### src/rtl/div_freq_meter.sv
// Measures one period and the high time of div_in in clk cycles, with a duty-cycle check
// and a watchdog. The result is held behind a valid/ready handshake until it is accepted.
module div_freq_meter #(
  parameter int unsigned CNT_W   = 16,
  parameter int unsigned TIMEOUT = 1024
) (
  input  logic             clk,
  input  logic             rst_n,
  input  logic             div_in,
  input  logic             start,
  output logic             busy,
  output logic             meas_valid,
  input  logic             meas_ready,
  output logic [CNT_W-1:0] period,
  output logic [CNT_W-1:0] high_time,
  output logic             duty_ok,
  output logic             timeout
);

  typedef enum logic [2:0] {StIdle, StArm, StHigh, StLow, StDone} state_e;

  localparam logic [CNT_W-1:0] WdLast = CNT_W'(TIMEOUT - 1);
  localparam logic [CNT_W-1:0] CntOne = CNT_W'(1);

  state_e           state_q, state_d;
  logic             d_q, d_d;
  logic [CNT_W-1:0] cnt_hi_q, cnt_hi_d;
  logic [CNT_W-1:0] cnt_per_q, cnt_per_d;
  logic [CNT_W-1:0] wd_q, wd_d;
  logic [CNT_W-1:0] period_q, period_d;
  logic [CNT_W-1:0] high_time_q, high_time_d;
  logic             duty_ok_q, duty_ok_d;
  logic             timeout_q, timeout_d;

  logic             rise;
  logic             active;
  logic             complete;
  logic             duty_calc;
  logic [CNT_W+1:0] twice_hi;
  logic [CNT_W+1:0] per_ext;
  logic [CNT_W+1:0] duty_diff;

  assign rise   = div_in & ~d_q;
  assign active = (state_q == StArm) || (state_q == StHigh) || (state_q == StLow);

  // |2*high - period| <= 1, evaluated on the counters at the closing rise
  always_comb begin
    twice_hi  = {1'b0, cnt_hi_q, 1'b0};
    per_ext   = {2'b00, cnt_per_q};
    duty_diff = (twice_hi >= per_ext) ? (twice_hi - per_ext) : (per_ext - twice_hi);
    duty_calc = (duty_diff <= (CNT_W + 2)'(1));
  end

  always_comb begin
    state_d     = state_q;
    d_d         = div_in;
    cnt_hi_d    = cnt_hi_q;
    cnt_per_d   = cnt_per_q;
    wd_d        = active ? (wd_q + CntOne) : wd_q;
    period_d    = period_q;
    high_time_d = high_time_q;
    duty_ok_d   = duty_ok_q;
    timeout_d   = timeout_q;
    complete    = 1'b0;

    unique case (state_q)
      StIdle: begin
        if (start) begin
          state_d = StArm;
          wd_d    = '0;
        end
      end
      StArm: begin
        if (rise) begin
          state_d   = StHigh;
          cnt_hi_d  = CntOne;
          cnt_per_d = CntOne;
        end
      end
      StHigh: begin
        cnt_per_d = cnt_per_q + CntOne;
        if (div_in) begin
          cnt_hi_d = cnt_hi_q + CntOne;
        end else begin
          state_d = StLow;
        end
      end
      StLow: begin
        if (div_in) begin
          state_d     = StDone;
          period_d    = cnt_per_q;
          high_time_d = cnt_hi_q;
          duty_ok_d   = duty_calc;
          timeout_d   = 1'b0;
          complete    = 1'b1;
        end else begin
          cnt_per_d = cnt_per_q + CntOne;
        end
      end
      StDone: begin
        if (meas_ready) begin
          state_d = StIdle;
        end
      end
      default: state_d = StIdle;
    endcase

    // Watchdog abort; a completion in the same cycle takes priority
    if (active && !complete && (wd_q == WdLast)) begin
      state_d     = StDone;
      period_d    = '0;
      high_time_d = '0;
      duty_ok_d   = 1'b0;
      timeout_d   = 1'b1;
    end
  end

  always_ff @(posedge clk) begin
    if (!rst_n) begin
      state_q     <= StIdle;
      d_q         <= 1'b0;
      cnt_hi_q    <= '0;
      cnt_per_q   <= '0;
      wd_q        <= '0;
      period_q    <= '0;
      high_time_q <= '0;
      duty_ok_q   <= 1'b0;
      timeout_q   <= 1'b0;
    end else begin
      state_q     <= state_d;
      d_q         <= d_d;
      cnt_hi_q    <= cnt_hi_d;
      cnt_per_q   <= cnt_per_d;
      wd_q        <= wd_d;
      period_q    <= period_d;
      high_time_q <= high_time_d;
      duty_ok_q   <= duty_ok_d;
      timeout_q   <= timeout_d;
    end
  end

  assign busy       = active;
  assign meas_valid = (state_q == StDone);
  assign period     = period_q;
  assign high_time  = high_time_q;
  assign duty_ok    = duty_ok_q;
  assign timeout    = timeout_q;

endmodule

### config.mk
export PLATFORM = sky130hd
export DESIGN_NAME = div_freq_meter
export DESIGN_NICKNAME = d
export VERILOG_FILES = /design/src/rtl/div_freq_meter.sv
export SDC_FILE = /design/constraint.sdc
export NUM_CORES = 1
export LEC_CHECK = 0
export ABC_AREA = 1
export BUFFER_PORTS_ARGS = -buffer_cell sky130_fd_sc_hd__buf_2
export CORE_MARGIN = 3
export CORE_UTILIZATION = 55
export DETAILED_ROUTE_END_ITERATION = 10
export GPL_TIMING_DRIVEN = 0
export PLACE_DENSITY_LB_ADDON = 0.12
export SLEW_MARGIN = 10
export SYNTH_ARGS = -nofsm -noshare
export SYNTH_HDL_FRONTEND = slang
export SYNTH_SLANG_ARGS = --single-unit
### constraint.sdc
create_clock -name clk -period 4.5 [get_ports clk]
set_clock_uncertainty 0.15 [all_clocks]
set_input_delay 0.225 -clock clk [delete_from_list [all_inputs] [get_ports clk]]
set_output_delay 0.225 -clock clk [all_outputs]
set_load 0.01 [all_outputs]
# Yosys cells after proc, flatten, opt, wreduce, memory -nomap -nowiden
# Cells that the tools add are included.
# totals
regBits,86
inputBits,5
output_inout_bits,36
word_cells,75
# classes
addsub,5
order_cmp,2
eq_ne,17
n_mux,21
bitwise,3
n_reduce_logical,17
# ops
op,count
two-way mux 16 bit,6
"adder 16 x 1 -> 16 bit, second input constant",3
case mux 16 bit (3 select lines),1
case mux 16 bit (2 select lines),1
"less-or-equal comparator 18 x 1 -> 1 bit, second input constant",1
two-way mux 18 bit,1
two-way mux 3 bit,6
subtractor 16 x 17 -> 18 bit,1
subtractor 17 x 16 -> 18 bit,1
greater-or-equal comparator 17 x 16 -> 1 bit,1
"equality test 16 x 10 -> 1 bit, second input constant",1
case mux 3 bit (5 select lines),1
"!= test 2 bit, second input constant",6
AND reduction 5 bit,2
"!= test 3 x 2 -> 1 bit, second input constant",3
"equality test 3 x 2 -> 1 bit, second input constant",2
AND reduction 3 bit,2
nonzero test 2 bit,3
two-way mux 1 bit,5
AND reduction 2 bit,2
"equality test 3 x 1 -> 1 bit, second input constant",1
"equality test 3 bit, second input constant",1
zero test 3 bit,1
"!= test 3 x 1 -> 1 bit, second input constant",1
9 further kinds,12

# Depth between registers and ports, before layout
# Gate-level depths: netlist of run 1.
# logic_depth
word_depth,7
mapped_depth,19
ltp_nobuf,18

# Least setup slack after synthesis of run 1
# OpenSTA, ideal clock, no wires.
# synth_path
kind,reg-to-reg
from,reg cnt_hi_q[8]
to,"reg duty_ok_q, in the netlist duty_ok"
setup_ns,0.070
arrival_ns,2.106
t_required_ns,4.280
setup_slack_ns,2.174
path_stages_with_launch,17
path_buffers,1
period_less_slack_ns,2.326
cell_sequence,dfxtp_1 > inv_1 > ha_1 > nand2_1 > inv_1 > a21oi_1 > nand3_2 > nand2_2 > nand2_2 > buf_6 > nand2_1 > nand2_1 > a21oi_1 > nand2_1 > nor2_1 > nand3_1 > a21oi_1
# synth_via
elab_chain_cells,3
elab_cells_between_ends,5
classes_between,2 x add/sub; 2 x order compare; 1 x mux
# synth_lines
element,line,text
from (decl),27,"logic [CNT_W-1:0] cnt_hi_q, cnt_hi_d;"
from (signal assigned),132,cnt_hi_q <= cnt_hi_d;
subtractor 16 x 17 -> 18 bit (tied with other cells),50,duty_diff = (twice_hi >= per_ext) ? (twice_hi - per_ext) : (per_ext - twice_hi);
two-way mux 18 bit (*),50,
less-or-equal comparator 18 x 1 -> 1 bit (*),51,duty_calc = (duty_diff <= (CNT_W + 2)'(1));
to (signal assigned),137,duty_ok_q <= duty_ok_d;
to (decl),32,"logic duty_ok_q, duty_ok_d;"
# Mark *: on every way between the ends. The rest lies on a longest branch, timed or not.
# A chain may end at the register's enable or synchronous reset.

# Worst setup path after layout of run 1
# Same ends and word-level chain as after synthesis.

==> metrics.txt, run 1 <==
Post-DP Area=0.006095 mm^2; Slew Viols, Final=0; # IOs=41; post-synthesis simple-gate area fraction=35.71%; Final Non-Filler Cells=1106; internal power=1.647 mW; Comb pwr share=51.2%; Clock Pin Slew Worst Setup and Hold Paths=0.08 ns; Final Routed Wirelength=14370 um; Hold Buf Count CTS=2; Diodes inserted=0; gr ovfl total=0; Crit. End Element=flop; Design Power=2.962 mW; maximum number of pins on one net before global-route repair=15; critical path class=reg2reg; Final min period=3.135 ns; critical-path maximum fanout=8; number of global-route vias before repair=5216; Tcrit/Tclk final=69.67%; Post-synth EDFFs=0; critical-path cell list=inv_1 -> ha_1 -> nand2_1 -> inv_1 -> a21oi_1 -> nand3_2 -> a21oi_2 -> nand2_1 -> a21oi_1 -> nand2_1 -> nor2_1 -> nand3_1 -> a21oi_1; Place WS=1.370 ns; Chip Height=108.1 um; initial antenna violation count=0; syn_area_per_cell=6.260 um^2; Sw Share=44.40%; CTS H-tree depth=3; CP max-delay cell=a21oi_2; Vias=5634; Post-synth top flop=dfxtp_1; Core Region=0.009955 mm^2; Via density=5.094; pwr dens=467.3 mW/mm^2; Top Family by Delay on Critical Path=compound AO/OA/AOI/OAI gates; Crit path depth=13; Remaining DRCs=0; Max-cap violations=0; Die W=108.1 um; Reg-to-Reg End=duty_ok$_SDFFE_PP0P_; TritonCTS clock tree=done; FILL cells=988; Starting Density=57.54%; Worst R2R Path Depth=13; post-DR wirelength/cell=12.99 um; xor/xnor share of the synthesized area=1.835%; clock tree sinks=86; Reg power frac=28.6%; worst min path class=in2reg; worst setup path endpoint=duty_ok$_SDFFE_PP0P_; Synth Area in Compound Gates=13.00%; Gate Count Post-Synth=915; setup_tns=0 ns; die area=0.01167 mm^2; first drt pass iteration count=5; fin nets=1010; switching pwr=1.315 mW; mux contribution to synthesized area=0%; Multi-input gate area=0.003373 mm^2; Yosys Warn Count=0; Placed Cells=1088; RD Place Congestion=0.9138; Final Worst Setup Slack=1.365 ns; Synth cell types=38; Design Area, Final=0.006339 mm^2; Resize count post-CTS=0; antenna-violating nets left=0; FP Rows=36; final setup fails=0; Clock Power Share=20.2%; FF-to-FF setup slack=1.36 ns; Critical Path Start Type=flop; Max Freq=318.9 MHz; number of buffers created by CTS=9; Synth Register Bits=86; global-route wire length before repair=24320 um; Worst Setup SP=cnt_hi_q[8]$_SDFFE_PN0P_; Tightest Pin Transition=0.5929 ns; largest family of logic cells by synthesized area=simple AND/OR/NAND/NOR gates; RR Startpoint=cnt_hi_q[8]$_SDFFE_PN0P_; FF+latch area=0.001722 mm^2; Arrival @ worst endpoint=3.27 ns; worst vdd ir=0.2337 mV; worst skew pair latency=0.36 ns; post-synthesis adder-cell area fraction=8.344%; share of cells above drive strength 1=10.07%; Post-Synthesis Cell Area=0.005728 mm^2; sequential element share of the synthesized area=30.06%; status=completed; post-DP HPWL=11630 um; root buf cell=clkbuf_8; area growth from synthesis to layout=10.66%; Max Root-Sink Buffers=2; syn nets=957; I/O Buffers=40; Pleak=3.025 nW; initial drt markers=304; setup bufs post-CTS=0; final hold vios=0; overall routing resource usage=26.11%; slew margin rel.=60.21%; RSZ-0062 raised after global routing=no; Critical Path Max Stage Delay=0.44 ns; WP buf/inv=2; async set-reset flop share out of synthesis=0%; WP data required=4.64 ns
==> cells in the final DEF, fill, tap and decap left out, drive strengths merged, types with 14 or more instances in the layout <==
cell	n
nand2	296
nand4	14
inv	150
dfxtp	86
o21ai	37
nor2	79
a21oi	91
ha	35
nor3	25
buf	49
nand3	51
clkbuf	17
==> worst min path at each step <==
stage | start | end | slack (ns) | cells after the start
6_report | meas_ready | state_q[2]$_SDFFE_PN0P_ | 0.05 | 4
5_1_grt | meas_ready | state_q[2]$_SDFFE_PN0P_ | 0.08 | 4
4_1_cts | meas_ready | state_q[2]$_SDFFE_PN0P_ | 0.02 | 4
2_1_floorplan | div_in | d_q$_SDFF_PN0_ | 0.17 | 2
3_3_place_gp | period[7]$_SDFFE_PP0P_ | period[7]$_SDFFE_PP0P_ | 0.30 | 2
3_5_place_dp | period[3]$_SDFFE_PP0P_ | period[3]$_SDFFE_PP0P_ | 0.30 | 2
==> power by group through the flow <==
| stage | Sequential (mW) | Clock, mW | Combinational [mW] |
|---|---|---|---|
| 2_1_floorplan | 0.847 | 0 | 1.18 |
| 3_3_place_gp | 0.862 | 0 | 1.50 |
| 3_5_place_dp | 0.862 | 0 | 1.51 |
| 4_1_cts | 0.845 | 0.609 | 1.51 |
| 5_1_grt | 0.852 | 0.642 | 1.73 |
| 6_report | 0.846 | 0.599 | 1.52 |
==> metal layers <==
layer  up-vias  track usage (%)  wire length [um]
met2       126            42.27              6453
li1       3008                -                 -
met3        21            3.582               623
met5         -                0                 0
met4         0            9.197               361
met1      2479            35.74              6933
==> per-stage QoR <==
step,hold WS (ns),util [%]
6_report,0.04817,63.68
5_1_grt,0.07557,63.68
4_1_cts,0.02114,63.68
3_5_place_dp,0.3031,61.22
3_3_place_gp,0.2985,61.22
2_1_floorplan,0.1685,-
==> cell usage after synthesis (4+ instances only) <==
library cell / count / share of area [%]
nand2_1: 286 / 19
inv_1: 143 / 9.4
a21oi_1: 90 / 7.9
dfxtp_1: 86 / 30
nor2_1: 69 / 4.5
nand3_1: 47 / 4.1
ha_1: 35 / 7.6
o21ai_0: 28 / 2.4
nor3_1: 22 / 1.9
nand4_1: 14 / 1.5
nand2_2: 9 / 0.98
xor2_1: 9 / 1.4
o21ai_1: 8 / 0.70
inv_2: 7 / 0.46
clkbuf_1: 6 / 0.39
nor2_2: 6 / 0.66
buf_2: 5 / 0.44
a211oi_1: 4 / 0.52
nand3_2: 4 / 0.70
nor2_4: 4 / 0.79
nor4_1: 4 / 0.44
==> flip-flops by register name, indices dropped and copies added (netlist names) <==
name and cells:
cnt_hi_q 16, cnt_per_q 16, d_q 1, duty_ok 1, high_time 16, period 16, state_q 3, timeout 1
wd_q 16
==> layout make-up <==
class / count / area share [%]
clock inverter: 5 / 1.303
sequential: 86 / 27.16
multi-input combinational: 664 / 53.22
buffer: 15 / 1.105
timing repair buffer: 42 / 3.474
clock buffer: 11 / 2.231
inverter: 150 / 8.883
tap: 133 / 2.625
==> worst register-to-register path, stage by stage, from the launching register on <==
cell and delay, ns:
dfxtp_1 0.43, inv_1 0.13, ha_1 0.41, nand2_1 0.14, inv_1 0.08, a21oi_1 0.26, nand3_2 0.19, a21oi_2 0.44
nand2_1 0.09, a21oi_1 0.23, nand2_1 0.07, nor2_1 0.12, nand3_1 0.17, a21oi_1 0.16
==> cell families (layout without fill, tap and decap cells) <==
kind of cell	Yosys count	count (layout)
xor gates and xnor gates	12	12
AOI/OAI and AO/OA	141	141
DFF	86	86
adders and majority gates	37	37
buffers and inverters	165	223
and+or+nand+nor	474	474
Note: power is estimated with default switching activity, not from simulation.
==> run 2: changes to the inputs <==
==> constraint.sdc (replaced) <==
create_clock -name clk -period 2.7 [get_ports clk]
set_clock_uncertainty 0.15 [all_clocks]
set_input_delay 0.135 -clock clk [delete_from_list [all_inputs] [get_ports clk]]
set_output_delay 0.135 -clock clk [all_outputs]
set_load 0.01 [all_outputs]
==> metrics.txt, run 2 (same netlist as run 1, synthesis figures left out) <==
status=completed; FP Rows=36 (unchanged); critical-path maximum fanout=6 (-2); Diodes inserted=0 (unchanged); Core Region=0.009955 mm^2 (unchanged); antenna-violating nets left=0 (unchanged); utilization after layout=69.29% (+5.6 points); Vias=5863 (+4.1%); Final Worst Setup Slack=0.1065 ns (-1.258 ns); TritonCTS clock tree=done; Clock Pin Slew Worst Setup and Hold Paths=0.08 ns (about the same); share of cells above drive strength 1=19.72% (+9.6 points); first drt pass iteration count=5 (unchanged); Die W=108.1 um (unchanged); I/O Buffers=40 (unchanged); Max Root-Sink Buffers=2 (unchanged); Tightest Pin Transition=0.5910 ns (-0.001948 ns); clock tree sinks=86 (unchanged); WP data required=2.84 ns (-1.80 ns); # IOs=41 (unchanged); final setup fails=0 (unchanged); post-DP HPWL=11630 um (unchanged); Final min period=2.594 ns (-0.5418 ns); Placed Cells=1088 (unchanged); Design Area, Final=0.006898 mm^2 (+8.8%); Chip Height=108.1 um (unchanged); Starting Density=57.54% (unchanged); Place WS=-0.4300 ns (-1.800 ns); Post-DP Area=0.006095 mm^2 (unchanged); area growth from synthesis to layout=20.42%; Via density=5.202 (+2.1%); overall routing resource usage=26.71% (+0.60 points); critical path class=reg2reg; FF-to-FF setup slack=0.11 ns (-1.26 ns); Arrival @ worst endpoint=2.73 ns (-0.54 ns); Tcrit/Tclk final=96.06% (+26 points); final hold vios=0 (unchanged); maximum number of pins on one net before global-route repair=15 (unchanged); worst min path class=in2reg; root buf cell=clkbuf_8; Pleak=3.200 nW (+5.8%); FILL cells=908 (-8.1%); global-route wire length before repair=24920 um (+2.5%); post-DR wirelength/cell=13.65 um (+5.1%); Remaining DRCs=0 (unchanged); worst skew pair latency=0.36 ns (about the same); number of buffers created by CTS=9 (unchanged); fin nets=1031 (+2.1%); Slew Viols, Final=0 (unchanged); RD Place Congestion=0.9138 (unchanged); CTS H-tree depth=3 (unchanged); Crit. End Element=flop; Critical Path Start Type=flop; initial drt markers=314 (+3.3%); pwr dens=775.3 mW/mm^2 (+66%); commonest cells after routing, fill and taps aside=nand2_1 (273), inv_1 (131), a21oi_1 (85); number of global-route vias before repair=5378 (+3.1%); Max-cap violations=0 (unchanged); slew margin rel.=60.34% (+0.13 points); most common cell after layout, fill and taps aside=nand2_1; die area=0.01167 mm^2 (unchanged); initial antenna violation count=0 (unchanged); worst vdd ir=0.4187 mV (+79%); gr ovfl total=0 (unchanged); Final Non-Filler Cells=1127 (+1.9%); Max Freq=385.6 MHz (+21%); Final Routed Wirelength=15390 um (+7.1%)
## run 2: area by class of cell
type                       instances  area [um^2]  area share (%)
timing repair buffer              64        404.1           5.859
multi-input combinational        664         3669           53.18
clock inverter                     5        82.58           1.197
sequential                        86         1789           25.94
buffer                            14        77.57           1.125
tap                              133        166.4           2.412
inverter                         150        568.0           8.235
clock buffer                      11        141.4           2.050
## run 2: worst paths after layout
kind | start | end | depth (start not counted)
min reg2reg | period[13]$_SDFFE_PP0P_ | period[13]$_SDFFE_PP0P_ | 2
max reg2reg | cnt_hi_q[3]$_SDFFE_PN0P_ | duty_ok$_SDFFE_PP0P_ | 19
max | cnt_hi_q[3]$_SDFFE_PN0P_ | duty_ok$_SDFFE_PP0P_ | 19
min | div_in | period[8]$_SDFFE_PP0P_ | 4
## run 2: stage by stage
step / hold WS, ns / power, mW / setup TNS (ns)
after global placement: 0.2391 / 3.930 / -0.3798
final: 0.05190 / 5.348 / 0
after floorplan: 0.07845 / 3.380 / 0
after CTS: 0.04423 / 5.105 / 0
after detailed placement: 0.2475 / 3.947 / -0.4300
after global routing: 0.07247 / 5.793 / -0.03763
## run 2: routing by layer
layer | track usage, % | vias up | wire length (um)
li1 | - | 3052 | -
met1 | 36.40 | 2636 | 7124
met2 | 42.81 | 141 | 6969
met3 | 3.881 | 34 | 766
met4 | 10.37 | 0 | 526
met5 | 0 | - | 0
## run 2: what timing repair did
item / 4_1_cts / 5_1_grt
setup endpoints to repair: 1 / 1
hold buffers: 3 / 0
gates resized for setup: 53 / 67
setup buffers: 5 / 15
pin swaps: 1 / 17
cloned: 0 / 1
hold endpoints to repair: 4 / 0
## run 2: where the power goes
part | leakage (nW) | switching [mW] | total, mW | internal [mW]
Combinational | 2.39 | 1.85 | 2.95 | 1.10
Clock | 0.102 | 0.449 | 0.996 | 0.546
Sequential | 0.712 | 0.0776 | 1.41 | 1.33
## run 2: worst max-delay path: stages, from the launching register on
cell and delay, ns:
dfxtp_4 0.36, inv_1 0.05, ha_1 0.29, buf_6 0.14, nand2_4 0.07, inv_2 0.05, nand2_2 0.08, nand2_1 0.06
nand2_2 0.08, nand3_4 0.11, nand2_4 0.11, nand2_4 0.08, buf_6 0.14, nand2_1 0.05, nand2_1 0.05, a21oi_2 0.13
nand2_1 0.08, nor2_2 0.14, nand3_2 0.13, a21oi_2 0.15
